File: src/rtl/display_value_sequencer.sv
// Serial double-dabble BCD sequencer for a 4-digit seven-segment display.
// Commits digits atomically with overflow marking, zero blanking and hold time.
module display_value_sequencer #(
   parameter int WIDTH       = 16,
   parameter int HOLD_CYCLES = 25_000_000,
   parameter bit BLANK_LZ    = 1'b1
) (
   input  logic             clk,
   input  logic             reset,
   input  logic             clr,
   input  logic             val_valid,
   input  logic [WIDTH-1:0] val_data,
   output logic             val_ready,
   output logic [3:0]       dig0,
   output logic [3:0]       dig1,
   output logic [3:0]       dig2,
   output logic [3:0]       dig3,
   output logic             upd,
   output logic             busy
);

   typedef enum logic [1:0] {
      IDLE,
      CHECK,
      CONV,
      COMMIT
   } state_t;

   localparam int HW = (HOLD_CYCLES > 2) ? $clog2(HOLD_CYCLES) : 1;
   localparam int CW = $clog2(WIDTH + 1);
   localparam logic [HW-1:0] HOLD_INIT = HW'(HOLD_CYCLES - 1);
   localparam logic [WIDTH-1:0] MAX_VAL = WIDTH'(9999);
   localparam logic [3:0] D_ERR   = 4'hA;
   localparam logic [3:0] D_BLANK = 4'hB;
   localparam logic [3:0] D_DASH  = 4'hC;

   state_t           state;
   state_t           state_n;
   logic [WIDTH-1:0] val;
   logic [15:0]      bcd;
   logic [15:0]      bcd_adj;
   logic [CW-1:0]    cnt;
   logic [HW-1:0]    hold;
   logic             ovf;
   logic             ovf_in;
   logic             accept;
   logic             last;
   logic             b3;
   logic             b2;
   logic             b1;

   assign val_ready = (state == IDLE) && (hold == '0) && !clr;
   assign busy      = (state != IDLE);
   assign accept    = val_valid && val_ready;
   assign ovf_in    = (val > MAX_VAL);
   assign last      = (cnt == CW'(1));

   always_ff @(posedge clk or posedge reset) begin
      if (reset) state <= IDLE;
      else       state <= state_n;
   end

   always_comb begin
      state_n = state;
      unique case (state)
         IDLE:   if (accept) state_n = CHECK;
         CHECK:  state_n = ovf_in ? COMMIT : CONV;
         CONV:   if (last) state_n = COMMIT;
         COMMIT: state_n = IDLE;
      endcase
      if (clr) state_n = IDLE;
   end

   // add-3 correction on every nibble before the shift
   always_comb begin
      bcd_adj = bcd;
      for (int i = 0; i < 4; i++) begin
         if (bcd[4*i +: 4] >= 4'd5)
            bcd_adj[4*i +: 4] = bcd[4*i +: 4] + 4'd3;
      end
   end

   // blanking ripples down from the most significant digit
   always_comb begin
      b3 = BLANK_LZ && !ovf && (bcd[15:12] == 4'd0);
      b2 = b3 && (bcd[11:8] == 4'd0);
      b1 = b2 && (bcd[7:4] == 4'd0);
   end

   always_ff @(posedge clk or posedge reset) begin
      if (reset) begin
         val  <= '0;
         bcd  <= '0;
         cnt  <= '0;
         ovf  <= 1'b0;
         hold <= '0;
         upd  <= 1'b0;
         dig0 <= D_DASH;
         dig1 <= D_DASH;
         dig2 <= D_DASH;
         dig3 <= D_DASH;
      end else begin
         upd <= 1'b0;
         if (clr) begin
            hold <= '0;
            dig0 <= D_DASH;
            dig1 <= D_DASH;
            dig2 <= D_DASH;
            dig3 <= D_DASH;
         end else begin
            unique case (state)
               IDLE: begin
                  if (hold != '0) hold <= hold - HW'(1);
                  if (accept) val <= val_data;
               end
               CHECK: begin
                  ovf <= ovf_in;
                  cnt <= CW'(WIDTH);
                  if (ovf_in) bcd <= {D_ERR, D_DASH, D_DASH, D_DASH};
                  else        bcd <= '0;
               end
               CONV: begin
                  bcd <= {bcd_adj[14:0], val[WIDTH-1]};
                  val <= {val[WIDTH-2:0], 1'b0};
                  cnt <= cnt - CW'(1);
               end
               COMMIT: begin
                  dig3 <= b3 ? D_BLANK : bcd[15:12];
                  dig2 <= b2 ? D_BLANK : bcd[11:8];
                  dig1 <= b1 ? D_BLANK : bcd[7:4];
                  dig0 <= bcd[3:0];
                  upd  <= 1'b1;
                  hold <= HOLD_INIT;
               end
            endcase
         end
      end
   end

endmodule
File: config.mk
export PLATFORM = sky130hd
export DESIGN_NAME = display_value_sequencer
export DESIGN_NICKNAME = d
export VERILOG_FILES = /design/src/rtl/display_value_sequencer.sv
export SDC_FILE = /design/constraint.sdc
export NUM_CORES = 1
export LEC_CHECK = 0
export CAP_MARGIN = 10
export CORE_MARGIN = 4
export CORE_UTILIZATION = 35
export CTS_CLUSTER_DIAMETER = 120
export DETAILED_ROUTE_END_ITERATION = 8
export PLACE_DENSITY = 0.52
export SLEW_MARGIN = 20
export SYNTH_ARGS = -nofsm -noshare
export SYNTH_HDL_FRONTEND = slang
export SYNTH_SLANG_ARGS = --single-unit
File: constraint.sdc
create_clock -name clk -period 3.6 [get_ports clk]
set_input_delay 1.08 -clock clk [delete_from_list [all_inputs] [get_ports clk]]
set_output_delay 1.08 -clock clk [all_outputs]
set_load 0.01 [all_outputs]
==> flow_summary.yaml <==
run_status:
  status: "finished clean"
clock_tree:
  numCtsBuffers: 9
  root_buffer: "clkbuf_16"
  clock-sinks: 82
  cts_hold_buf: 0
  cts_buffer_depth: 2
  cts-htree-levels: 3
  worstSkewPairLatency_ns: 0.34
  clkTransAtPathRegs_ns: 0.06
  cts_tree: "yes"
logic_synthesis:
  netlist_instances: 492
  synth.ff_latch_count: 82
  yosys_warnings: 0
  synth_edf_count: 0
  synth_fp_nets: 531
  synthesis.area_mm2: 0.00462
  yosysSeqAreaShare_pct: 44.6
  ys_types: 58
  synth-main-ff-cell: "dfrtp_1"
  synth.avg_cell_area_um2: 9.39
  async_reset_ff_share_pct: 100
critical_path:
  cp.arrival_ns: 2.37
  cp_data_required_time_ns: 2.52
  end_kind: "output port"
  path_class: "input port to output port"
  slowest_delay_ns: 0.46
  r2r-start: "hold[0]$_DFFE_PP0P_"
  critical_path_buf_inv_count: 2
  start_kind: "input port"
  rrSetupSlack_ns: 0.84
  cp_cell_sequence: "clkdlybuf4s50_1 > nor4b_4 > nand4_1 > nor2_1 > dlygate4sd2_1"
  r2r-end: "hold[23]$_DFFE_PP0P_"
  worst_r2r_path_depth: 12
  worstPathMaxFanout: 2
  slowest_stage: "clkdlybuf4s50_1"
  path_delay_family: "buffers and inverters"
sta:
  rsz0062_at_grt: "false"
  period_share_pct: 95.8
  fin_ws_ns: 0.151
  fin_crit_ns: 3.45
  whs_ns: 0.479
  hold_viol: 0
  setup_violations: 0
  drv_slew: 0
  finClkSkew_ns: 0.00500
  finalSetupTns_ns: 0
  relSlewSlack_pct: 46.9
  max_freq_mhz: 290
  tightestPinTransition_ns: 0.797
layout:
  area_delta_synth_final_pct: 19.9
  finalNonFillerCells: 710
  finalInstanceArea_mm2: 0.00554
  antennaDiodeCount: 0
  post-route-util_pct: 43.3
  drive_gt1_share_pct: 11.2
  fin_nets: 572
run:
  cap_violations: 0
floorplan:
  dieArea_mm2: 0.0151
  die-width_um: 123
  ios: 39
  rows: 41
  start_util_pct: 36.2
  die_h_um: 123
  coreArea_mm2: 0.0128
placement:
  port-buffer-count: 38
  postPlaceCellArea_mm2: 0.00521
  pre_cts_ws_ns: -0.180
  dp_cells: 689
  dpl.hpwl_mm: 7.55
  gp_congestion: 0.815
global_routing:
  grt_antenna_before_repair: 0
  grt_pass1_vias: 3519
  grt_usage_pct: 15.5
  grt_pass1_wl_mm: 18.3
  grt_overflow: 0
  grt_max_degree: 48
routing:
  drt-total-wl_mm: 11.0
  drtIter0Drc: 322
  routed-via-count: 3793
  first_pass_iters: 4
  wl_per_cell_um: 15.5
  drc: 0
  routed_via_density: 5.34
  ant_nets: 0
power_and_ir_drop:
  ir_drop_mv: 0.256
  p_total_mw: 4.18
  power-per-cell-area_mw_per_mm2: 754
  p_leak_nw: 2.36
min_path:
  hold_path.class: "register to register"
  holdCritStartpoint: "cnt[4]$_DFFE_PP0P_"
  worstHoldPathCells: 1
  min_to: "cnt[4]$_DFFE_PP0P_"
==> cell usage after synthesis, types with 2 or more instances <==
| cell | count | area share (%) |
|---|---|---|
| dfrtp_1 | 74 | 40 |
| nor2_1 | 44 | 3.6 |
| nand2_1 | 42 | 3.4 |
| a21oi_1 | 34 | 3.7 |
| o21ai_0 | 33 | 3.6 |
| mux2i_1 | 21 | 4.6 |
| ha_1 | 19 | 5.1 |
| inv_1 | 19 | 1.5 |
| o21ai_1 | 19 | 2.1 |
| clkbuf_1 | 18 | 1.5 |
| a31oi_1 | 13 | 1.8 |
| nand2b_1 | 12 | 1.6 |
| nor3_1 | 12 | 1.3 |
| o22a_1 | 10 | 1.9 |
| or4_1 | 9 | 1.5 |
| dfstp_2 | 8 | 4.6 |
| a211oi_1 | 6 | 0.98 |
| nor2b_1 | 6 | 0.81 |
| nor3b_1 | 6 | 0.98 |
| a211o_1 | 5 | 0.95 |
| o31ai_1 | 5 | 0.81 |
| or3_1 | 5 | 0.68 |
| xnor2_1 | 5 | 0.95 |
| a311oi_1 | 4 | 0.76 |
| and2_1 | 4 | 0.54 |
| nand3_1 | 4 | 0.43 |
| nand3b_1 | 4 | 0.65 |
| nand4_1 | 4 | 0.54 |
| buf_2 | 3 | 0.33 |
| buf_6 | 3 | 0.73 |
| o211ai_1 | 3 | 0.49 |
| o21a_1 | 3 | 0.49 |
| a221o_1 | 2 | 0.43 |
| a31o_2 | 2 | 0.38 |
| buf_1 | 2 | 0.16 |
| nor4_1 | 2 | 0.27 |
| nor4_2 | 2 | 0.54 |
| nor4_4 | 2 | 0.92 |
| nor4b_1 | 2 | 0.38 |
| o22ai_1 | 2 | 0.27 |
| or2_2 | 2 | 0.27 |
==> state kept, by name, summed over array words and instances (netlist names) <==
signal / count
val: 16
cnt: 5
state: 2
bcd: 16
ovf: 1
upd: 1
dig0: 4
dig2: 4
dig1: 4
hold: 25
dig3: 4
==> how the worst max path moves through the flow <==
stage | startpoint | to | slack, ns | cells past startpoint
after floorplan | reset | bcd[0]$_DFFE_PP0P_ | 0.42 | 1
after global placement | clr | val_ready | -0.13 | 5
after detailed placement | clr | val_ready | -0.18 | 5
after CTS | clr | val_ready | 0.11 | 5
after global routing | clr | val_ready | 0.04 | 5
final | clr | val_ready | 0.15 | 5
==> final cells by class <==
type                    instances  area [um^2]
repair buffers                 56          527
fillers                      1225         7240
well taps                     172          215
clock inverters                 2         12.5
flip-flops and latches         82         2060
multi-input cells             365         2380
clock buffers                  14          264
inverters                      19         72.6
==> report_power, final <==
part,internal [mW],switching (mW)
sequential,1.19,0.314
combinational,0.775,1.02
clock,0.505,0.369
total,2.47,1.70
==> cell usage in the layout (no fill, tap or decap), drive strengths merged, types with 4 or more instances in the layout <==
cell type,Yosys,routed
a211o,5,5
a211oi,6,6
a21oi,35,35
a311oi,4,4
a31oi,13,13
and2,4,4
buf,8,18
clkbuf,18,14
clkdlybuf4s50,0,37
dfrtp,74,74
dfstp,8,8
ha,19,19
inv,19,18
mux2i,21,21
nand2,43,43
nand2b,12,12
nand3,4,4
nand3b,4,4
nand4,5,5
nor2,44,44
nor2b,6,6
nor3,13,13
nor3b,6,6
nor4,6,6
o21ai,52,52
o22a,10,10
o31ai,5,5
or3,5,5
or4,9,9
xnor2,5,5
==> cell families after synthesis <==
group | share of synthesized area (%)
AOI/OAI and AO/OA | 19.9
and+or+nand+nor | 20.3
muxes | 4.80
DFF | 44.6
adders and majority gates | 5.15
buffers and inverters | 4.23
xor gates and xnor gates | 0.948
==> repair_timing <==
action,4_1_cts,5_1_grt
pin swaps,1,1
resized for setup,2,1
setup buffers,5,0
endpoints found under the setup margin,1,1
==> layer usage <==
| layer | vias up | track usage (%) | wire [um] | part of all wire (%) |
|---|---|---|---|---|
| li1 | 1867 | - | - | - |
| met2 | 72 | 24.0 | 5140 | 47 |
| met4 | 0 | 4.55 | 109 | 0.99 |
| met1 | 1847 | 20.9 | 5250 | 48 |
| met5 | - | 0 | 0 | 0 |
| met3 | 7 | 4.70 | 494 | 4.5 |
Power figures use the tool's default switching activity.
